`src/rtl/kernel_pkg.sv`:
```
// rtl/kernel_pkg.sv - shared encodings, size decode, default kernels and FSM states for kernel_bank
package kernel_pkg;

    localparam logic [1:0] SIZE_3X3 = 2'b00;
    localparam logic [1:0] SIZE_5X5 = 2'b01;
    localparam logic [1:0] SIZE_7X7 = 2'b10;
    localparam logic [1:0] SIZE_BAD = 2'b11;

    typedef enum logic {
        ST_IDLE   = 1'b0,
        ST_STREAM = 1'b1
    } rd_state_e;

    // Kernel edge for a size code; 0 marks the illegal encoding.
    function automatic int size_to_k(input logic [1:0] size);
        case (size)
            SIZE_3X3: return 3;
            SIZE_5X5: return 5;
            SIZE_7X7: return 7;
            default:  return 0;
        endcase
    endfunction

    function automatic int sobel3_coef(input int idx);
        case (idx)
            0, 6:    return 1;
            2, 8:    return -1;
            3:       return 2;
            5:       return -2;
            default: return 0;
        endcase
    endfunction

    function automatic int tab5_coef(input int idx);
        case (idx)
            0, 4, 20, 24:  return 1;
            1, 3, 21, 23:  return 2;
            2, 22:         return 4;
            5, 15:         return 3;
            10, 14:        return 6;
            6, 18:         return -1;
            7, 17:         return -2;
            8, 16:         return -4;
            default:       return 0;
        endcase
    endfunction

    function automatic int alt7_coef(input int idx);
        return (idx % 2 == 0) ? 1 : -1;
    endfunction

    // Reset preload for one storage cell; kernels larger than the store are skipped.
    function automatic int default_coef(input int bank, input int idx, input int max_k);
        case (bank)
            0:       return (max_k >= 3 && idx < 9)  ? sobel3_coef(idx) : 0;
            1:       return (max_k >= 5 && idx < 25) ? tab5_coef(idx)   : 0;
            2:       return (max_k >= 7 && idx < 49) ? alt7_coef(idx)   : 0;
            default: return 0;
        endcase
    endfunction

endpackage

```
`src/rtl/kernel_bank_rd_fsm.sv`:
```
// rtl/kernel_bank_rd_fsm.sv - readout sequencer: state, beat index, last/err generation, registered stream outputs
module kernel_bank_rd_fsm #(
    parameter int COEF_W = 8,
    parameter int MAX_K  = 7,
    parameter int BANK_W = 2,
    parameter int ADDR_W = 6
) (
    input  logic                     clk,
    input  logic                     rst_n,
    input  logic                     rd_start,
    input  logic [BANK_W-1:0]        rd_bank,
    input  logic [1:0]               rd_size,
    input  logic                     rd_ready,
    input  logic signed [COEF_W-1:0] fetch_data,
    output logic [BANK_W-1:0]        fetch_bank,
    output logic [ADDR_W-1:0]        fetch_idx,
    output logic [BANK_W-1:0]        act_bank,
    output logic                     busy,
    output logic                     rd_valid,
    output logic signed [COEF_W-1:0] rd_data,
    output logic [ADDR_W-1:0]        rd_idx,
    output logic                     rd_last,
    output logic                     err
);
    import kernel_pkg::*;

    rd_state_e                state_q, state_d;
    logic [BANK_W-1:0]        bank_q, bank_d;
    logic [ADDR_W-1:0]        last_idx_q, last_idx_d;
    logic [ADDR_W-1:0]        idx_q, idx_d;
    logic                     valid_q, valid_d;
    logic                     last_q, last_d;
    logic signed [COEF_W-1:0] data_q, data_d;
    logic                     err_q, err_d;
    logic [ADDR_W-1:0]        idx_inc;
    int                       k;

    assign idx_inc  = idx_q + 1'b1;
    assign act_bank = bank_q;
    assign busy     = (state_q == ST_STREAM);
    assign rd_valid = valid_q;
    assign rd_data  = data_q;
    assign rd_idx   = idx_q;
    assign rd_last  = last_q;
    assign err      = err_q;

    // State and registered stream outputs; reset aborts any stream in flight.
    always_ff @(posedge clk or negedge rst_n) begin
        if (!rst_n) begin
            state_q    <= ST_IDLE;
            bank_q     <= '0;
            last_idx_q <= '0;
            idx_q      <= '0;
            valid_q    <= 1'b0;
            last_q     <= 1'b0;
            data_q     <= '0;
            err_q      <= 1'b0;
        end else begin
            state_q    <= state_d;
            bank_q     <= bank_d;
            last_idx_q <= last_idx_d;
            idx_q      <= idx_d;
            valid_q    <= valid_d;
            last_q     <= last_d;
            data_q     <= data_d;
            err_q      <= err_d;
        end
    end

    // Next state: the storage is read one beat ahead so rd_data is already registered when valid.
    always_comb begin
        state_d    = state_q;
        bank_d     = bank_q;
        last_idx_d = last_idx_q;
        idx_d      = idx_q;
        valid_d    = valid_q;
        last_d     = last_q;
        data_d     = data_q;
        err_d      = 1'b0;
        fetch_bank = bank_q;
        fetch_idx  = idx_inc;
        k          = size_to_k(rd_size);
        case (state_q)
            ST_IDLE: begin
                if (rd_start) begin
                    if (k == 0 || k > MAX_K) begin
                        err_d = 1'b1;
                    end else begin
                        state_d    = ST_STREAM;
                        bank_d     = rd_bank;
                        last_idx_d = ADDR_W'(k * k - 1);
                        idx_d      = '0;
                        valid_d    = 1'b1;
                        last_d     = 1'b0;
                        fetch_bank = rd_bank;
                        fetch_idx  = '0;
                        data_d     = fetch_data;
                    end
                end
            end
            ST_STREAM: begin
                if (rd_ready) begin
                    if (last_q) begin
                        state_d = ST_IDLE;
                        valid_d = 1'b0;
                        last_d  = 1'b0;
                        idx_d   = '0;
                        data_d  = '0;
                    end else begin
                        idx_d  = idx_inc;
                        last_d = (idx_inc == last_idx_q);
                        data_d = fetch_data;
                    end
                end
            end
            default: state_d = ST_IDLE;
        endcase
    end

endmodule

```
`src/rtl/kernel_bank.sv`:
```
// rtl/kernel_bank.sv - multi-bank loadable kernel store with raster readout; KERNEL_BANK_DEFAULTS_EN preloads default kernels at reset
module kernel_bank #(
    parameter int COEF_W    = 8,
    parameter int MAX_K     = 7,
    parameter int NUM_BANKS = 4,
    parameter int BANK_W    = (NUM_BANKS > 1) ? $clog2(NUM_BANKS) : 1,
    parameter int ADDR_W    = $clog2(MAX_K * MAX_K)
) (
    input  logic                     clk,
    input  logic                     rst_n,
    input  logic                     wr_valid,
    output logic                     wr_ready,
    input  logic [BANK_W-1:0]        wr_bank,
    input  logic                     wr_first,
    input  logic signed [COEF_W-1:0] wr_data,
    input  logic                     rd_start,
    input  logic [BANK_W-1:0]        rd_bank,
    input  logic [1:0]               rd_size,
    output logic                     busy,
    output logic                     rd_valid,
    input  logic                     rd_ready,
    output logic signed [COEF_W-1:0] rd_data,
    output logic [ADDR_W-1:0]        rd_idx,
    output logic                     rd_last,
    output logic                     err
);
    import kernel_pkg::*;

    localparam int DEPTH = MAX_K * MAX_K;
    localparam logic [ADDR_W-1:0] LAST_ADDR = ADDR_W'(DEPTH - 1);

    logic signed [COEF_W-1:0] mem [NUM_BANKS][DEPTH];
    logic [ADDR_W-1:0]        wr_ptr;
    logic [ADDR_W-1:0]        wr_idx;
    logic                     wr_fire;
    logic [BANK_W-1:0]        fetch_bank;
    logic [ADDR_W-1:0]        fetch_idx;
    logic signed [COEF_W-1:0] fetch_data;
    logic [BANK_W-1:0]        act_bank;

    // Loads are held off only for the bank currently being streamed.
    assign wr_ready   = !(busy && (wr_bank == act_bank));
    assign wr_fire    = wr_valid && wr_ready;
    assign wr_idx     = wr_first ? '0 : wr_ptr;
    assign fetch_data = mem[fetch_bank][fetch_idx];

    // Shared load pointer: wr_first restarts a kernel at index 0, wraps at the end of a bank.
    always_ff @(posedge clk or negedge rst_n) begin
        if (!rst_n) begin
            wr_ptr <= '0;
        end else if (wr_fire) begin
            wr_ptr <= (wr_idx == LAST_ADDR) ? '0 : wr_idx + 1'b1;
        end
    end

    // Coefficient storage with reset preload (or clear) and single-beat writes.
    always_ff @(posedge clk or negedge rst_n) begin
        if (!rst_n) begin
            for (int b = 0; b < NUM_BANKS; b++) begin
                for (int i = 0; i < DEPTH; i++) begin
`ifdef KERNEL_BANK_DEFAULTS_EN
                    mem[b][i] <= COEF_W'(default_coef(b, i, MAX_K));
`else
                    mem[b][i] <= '0;
`endif
                end
            end
        end else if (wr_fire) begin
            mem[wr_bank][wr_idx] <= wr_data;
        end
    end

    kernel_bank_rd_fsm #(
        .COEF_W (COEF_W),
        .MAX_K  (MAX_K),
        .BANK_W (BANK_W),
        .ADDR_W (ADDR_W)
    ) u_rd_fsm (
        .clk        (clk),
        .rst_n      (rst_n),
        .rd_start   (rd_start),
        .rd_bank    (rd_bank),
        .rd_size    (rd_size),
        .rd_ready   (rd_ready),
        .fetch_data (fetch_data),
        .fetch_bank (fetch_bank),
        .fetch_idx  (fetch_idx),
        .act_bank   (act_bank),
        .busy       (busy),
        .rd_valid   (rd_valid),
        .rd_data    (rd_data),
        .rd_idx     (rd_idx),
        .rd_last    (rd_last),
        .err        (err)
    );

endmodule

```
`config.mk`:
```
export PLATFORM = sky130hd
export DESIGN_NAME = kernel_bank
export DESIGN_NICKNAME = d
export VERILOG_FILES = /design/src/rtl/kernel_pkg.sv /design/src/rtl/kernel_bank_rd_fsm.sv /design/src/rtl/kernel_bank.sv
export SDC_FILE = /design/constraint.sdc
export NUM_CORES = 2
export LEC_CHECK = 0
export ABC_AREA = 1
export CORE_ASPECT_RATIO = 1.75
export CORE_MARGIN = 5
export CORE_UTILIZATION = 60
export DETAILED_ROUTE_END_ITERATION = 10
export PLACE_DENSITY_LB_ADDON = 0.08
export SYNTH_ARGS = -nofsm -noshare
export SYNTH_HDL_FRONTEND = slang
export SYNTH_SLANG_ARGS = --single-unit
```
`constraint.sdc`:
```
create_clock -name clk -period 2.9 [get_ports clk]
set_input_delay 0.58 -clock clk [delete_from_list [all_inputs] [get_ports clk]]
set_output_delay 0.58 -clock clk [all_outputs]
set_load 0.05 [all_outputs]
```
Yosys cells after proc, flatten, opt, wreduce, memory -nomap -nowiden. Cells that the tools add are included.

Add/sub/neg operators: 3. Multipliers: 1. Order comparisons: 7. Equality and inequality tests: 9. Mux-type cells: 48. Bitwise logic cells: 6. Reductions and logical operators: 11.

Operators with widths (number): 1568-bit bitwise mux (1); 392-bit 2-to-1 mux (3); 392-bit binary-select mux with 2-bit select (1); 392-bit demux with 2-bit select (1); 8-bit 2-to-1 mux (7); 6-bit 2-to-1 mux (9); 8-bit binary-select mux with 6-bit select (1); 8-bit demux with 6-bit select (1); 32-bit logical NOT (1); 8-bit one-hot mux with 2 select lines (1); 1-bit 2-to-1 mux (15); 7-bit >= comparator, second input constant (2); 6-bit NOT with 7-bit output (2); 6-bit by 1-bit adder with 6-bit output, second input constant (2); 6-bit one-hot mux with 2 select lines (1); 3-bit one-hot mux with 3 select lines (1); 2-bit inequality test, second input constant (4); 7-bit by 1-bit < comparator with 1-bit output, second input constant (1); 6-bit equality test (1); 6-bit equality test, second input constant (1); 3-bit >= comparator, second input constant (2); 3-bit by 3-bit multiplier with 6-bit output (1); 2-bit 2-to-1 mux (3); 2-bit NOT with 3-bit output (2); 14 further kinds (21).

Register bits after elaboration: 1600. Input bits: 20. Logic and storage cells: 290.

Depth between registers and ports, before layout.
Depth after elaboration: 17. Gate-level depth with buffers: 21. Depth with buffers taken out: 18.

Hierarchy. From an unflattened synthesis, not the netlist that was laid out.

Cells, all modules: 9370. Area, all modules: 73777.0 um^2.

By module, submodules not included: kernel_bank (instances 1, cells each 9223, area an instance 72604.6 um^2, sequential area each 39387.8 um^2); kernel_bank_rd_fsm (instances 1, cells each 147, area an instance 1172.4 um^2, sequential area each 600.6 um^2).

Least setup slack after synthesis. No wires, ideal clock.

Path kind: input to register. Start point: input port wr_bank[1]. End point: register mem[781] in the netlist's numbering. Library setup time: 0.133 ns. Data arrival time: 2.935 ns. Path slack: -0.168 ns. Stages on the path: 12. Path through: inv_1 > o221ai_1 > nand2_1 > inv_1 > buf_4 > nand2_4 > inv_2 > buf_4 > nand2_2 > buf_4 > nand2_1 > o21ai_0.

Elaborated cells on any way between the ends: 11. Those cells by class: order compare (2); eq/ne (1); mux (3); bitwise (1); reduce/logical (4).

RTL lines: start: declaration (line kernel_bank.sv:13) `input logic [BANK_W-1:0] wr_bank,`; 2-bit equality test (line kernel_bank.sv:42) `assign wr_ready = !(busy && (wr_bank == act_bank));`; 1-bit logical AND (line kernel_bank.sv:42); 1-bit logical NOT (line kernel_bank.sv:42); net wr_ready (line kernel_bank.sv:12) `output logic wr_ready,`; 1-bit logical AND (line kernel_bank.sv:43) `assign wr_fire = wr_valid && wr_ready;`; end signal: indexed assignment (line kernel_bank.sv:69) `mem[wr_bank][wr_idx] <= wr_data;`; end: declaration (line kernel_bank.sv:32) `logic signed [COEF_W-1:0] mem [NUM_BANKS][DEPTH];`.

The timed path passes the listed nets, and every way through them passes these cells. A chain may end at the register's enable or synchronous reset.

Worst setup path in the final report.
Start point: register u_rd_fsm.state_q (netlist: u_rd_fsm.busy). End point: register u_rd_fsm.data_q[7] (netlist: u_rd_fsm.rd_data[7]).

Word-level cells in the longest chain between the ends: 11. Elaborated cells on any way between the ends: 20. Those cells by class: eq/ne (3); mux (13); bitwise (3); reduce/logical (1).

RTL lines: start: declaration (line kernel_bank_rd_fsm.sv:27) `rd_state_e state_q, state_d;`; start signal: assignment (line kernel_bank_rd_fsm.sv:59) `state_q <= state_d;`; 2-bit 2-to-1 mux; 2-bit NOT with 3-bit output (not written as such) (line kernel_bank.sv:45) `assign fetch_data = mem[fetch_bank][fetch_idx];`; 392-bit binary-select mux with 2-bit select (line kernel_bank.sv:45); 392-bit 2-to-1 mux (not written as such) (2 in a row) (line kernel_bank.sv:45); 8-bit binary-select mux with 6-bit select (line kernel_bank.sv:45); 8-bit 2-to-1 mux (not written as such) (2 in a row) (line kernel_bank.sv:45); 8-bit 2-to-1 mux, on equally long branches (line kernel_bank_rd_fsm.sv:103, kernel_bank_rd_fsm.sv:86); 8-bit 2-to-1 mux, on equally long branches (line kernel_bank_rd_fsm.sv:102, kernel_bank_rd_fsm.sv:85); 8-bit one-hot mux with 2 select lines (line kernel_bank_rd_fsm.sv:83) `case (state_q)`; end signal: assignment (line kernel_bank_rd_fsm.sv:65) `data_q <= data_d;`; end: declaration (line kernel_bank_rd_fsm.sv:33) `logic signed [COEF_W-1:0] data_q, data_d;`.

Parallel ways exist; a longest one is shown, timed or not. The select of a mux whose other input is x is not followed.

==> run summary <==
Worst R2R Path Depth = 17
Final Hold Violating Endpoints = 0
Final WS setup = 37.8 ps
final wirelength = 237 mm
post-synthesis cell type count = 35
DR vias/cell = 6.07
largest family of logic cells by synthesized area = simple AND/OR/NAND/NOR gates
Root Driver = clkbuf_16
PortBufs = 38
Setup crit end kind = flip-flop
TritonCTS clock tree = yes
most instantiated cells after synthesis = nand2_1, dfrtp_1, nand3_1
Max Fanout on Critical Path = 27
core box area = 121000 um2
dpl ws = -735 ps
Global Route Usage Sum = 36.3%
sequential share of the synthesized area = 54.8%
#FFs+latches synth = 1598
clock sinks = 1598
post-synthesis simple-gate area fraction = 28.8%
remaining antenna violation count = 0
Max H-tree Level = 4
DIE WIDTH = 274 um
slew at the pin closest to its max-slew limit = 1080 ps
fin util = 71.3%
Initial Util = 60.3%
Post-Synth XOR/XNOR Area = 0.0960%
Nets = 9215
Wirelength per Cell = 21.7 um
pwr/cell area = 900 nW/um2
Startpoint Class = flip-flop
Synth Area in Adders = 0.0514%
RSZ-0062 raised after global routing = yes
die height = 472 um
Clock Pin Slew Worst Setup and Hold Paths = 70 ps
antenna violations before repair = 3
Yosys top cell by area = dfrtp_1
pin count of the biggest net entering global routing = 111
Slew Limit Fails = 0
gpl congestion = 0.962
Synth async-reset ratio = 100%
DP HPWL = 155 mm
synthesized instance count = 9060
Main synth FF type = dfrtp_1
post-synthesis mux area share = 0%
Synth Area in Compound Gates = 11.2%
Required @ worst endpoint = 3630 ps
Inserted Clock Buffers = 148
Post-Syn Nets = 9083
DR pass1 iterations = 9
io pins = 39
wire length of the first global-routing pass = 367 mm
Mean Syn Cell Area = 8.06 um2
leakage power = 38.8 nW
top-area cell type share of the netlist area = 54.8%
Final Setup Violations = 0
Critical Path AT = 3590 ps
number of DRC markers in iteration 0 = 7581
period utilization = 98.7%
Mapped Area = 73000 um2
grt ovf = 0
top cells by area, synth = dfrtp_1, nand2_1, nand3_1, o21ai_0, clkbuf_1
Inst Count DP = 10600
most common cell in the synthesized netlist = nand2_1
Max-Cap Viols = 0
row count = 169
clk buf depth = 3
maximum VDD drop = 0.000752 V
Remaining DRCs = 0
DP Area = 80800 um2
vias in the first global route = 65200
number of flops mapped to enable cells by yosys = 0
Power, Total = 77.7 mW
HP Class = input pin to asynchronous set/reset pin
minimum clock period = 2860 ps
achievable clock frequency = 0.349 GHz
layout cells sized above 1 = 11.0%
full die area = 129000 um2
CP Class = flip-flop to flip-flop
outcome = finished, final reports clean
Slew headroom = 27.6%
vias post-DR = 66400
final instance area = 86300 um2
clock skew = 23.7 ps
Skew-Pair Late Insertion Delay = 790 ps
Final Non-Filler Cells = 10900
Yosys warning count = 0
Area growth syn-to-layout = 18.2%
critical path, stage by stage (launching register included):
cell and delay [ps]:
dfrtp_1 390, inv_2 80, buf_4 160, nand4_1 90, buf_4 180, nand2_8 170, clkbuf_16 220, buf_12 180
nand2_1 60, nand3_1 70, nand3_1 130, nand3_1 190, nand3_1 190, nand3_1 190, nand3_1 100, a21oi_1 230
nand2_1 90, nand2_1 60
per-stage QoR:
step	setup TNS (ps)	hold slack [ps]
2_1_floorplan	0	284
3_3_place_gp	-620230	461
3_5_place_dp	-677540	468
4_1_cts	-29.0	383
5_1_grt	-108	428
6_report	0	419
report_power, final:
| group | switching (mW) | internal, mW |
|---|---|---|
| logic | 21.2 | 11.7 |
| registers | 0.998 | 23.8 |
| clock network | 8.78 | 11.2 |
cell type report:
type                       instances  area, um2
sequential                      1598      40000
fill                            9491      34800
multi-input combinational       6661      29600
timing repair buffer             712       9490
clock buffer                     208       4320
tap                             1624       2030
clock inverter                    52        559
inverter                          71        335
antenna                            2       5.00
kinds of logic (layout without fill, tap and decap cells):
kind of cell / count (synthesis) / in the layout
other: 0 / 2
adders and majority gates: 3 / 3
AOI/OAI and AO/OA: 1623 / 1623
and+or+nand+nor: 5027 / 5027
DFF: 1598 / 1598
xor gates and xnor gates: 8 / 8
buffers and inverters: 801 / 1043
layout by cell type (no fill, tap or decap), types with 10 or more instances in the layout:
cell type / n
o22ai_1: 15
buf_4: 356
inv_1: 53
buf_16: 14
nand2_2: 42
buf_12: 285
dfrtp_1: 1598
nand2_1: 3197
buf_6: 10
clkbuf_8: 31
inv_6: 13
o21ai_0: 1517
nand3_2: 24
nand3_1: 1566
clkdlybuf4s50_1: 36
clkbuf_16: 161
clkinv_2: 21
clkbuf_1: 25
a21oi_1: 78
nor2_1: 171
path summary, 6_finish.rpt:
path / endpoint / start / slack (ps)
worst max-delay path: u_rd_fsm.rd_data[7] / u_rd_fsm.busy / 40
worst min-delay path: mem[1063] / rst_n / 420
worst max register to register: u_rd_fsm.rd_data[7] / u_rd_fsm.busy / 40
worst min register to register: mem[1] / mem[1] / 480
max in group asynchronous: mem[471] / rst_n / 1340
min in group clk: u_rd_fsm.busy / rd_ready / 450
routing by layer:
metal / global-route usage, % / vias to the layer above / wire (um)
li1: - / 30300 / -
met1: 45.2 / 32200 / 88000
met2: 59.2 / 3077 / 114000
met3: 6.61 / 799 / 18400
met4: 21.6 / 4 / 16400
met5: 0 / - / 16
timing repair:
action,CTS,global route
endpoints found under the hold margin,33,0
hold buffers,1,0
buffers inserted,0,8
resized for setup,2,66
pin swaps,0,0
endpoints found under the setup margin,4,9
cloned,0,9
flip-flops by register name, summed over array words and instances (netlist names):
name and flops:
u_rd_fsm.err 1, wr_ptr 6, u_rd_fsm.rd_valid 1, u_rd_fsm.act_bank 2
mem 1568, u_rd_fsm.rd_idx 6, u_rd_fsm.last_idx_q 4, u_rd_fsm.rd_last 1
u_rd_fsm.rd_data 8, u_rd_fsm.busy 1
Note: power is estimated with default switching activity, not from simulation.
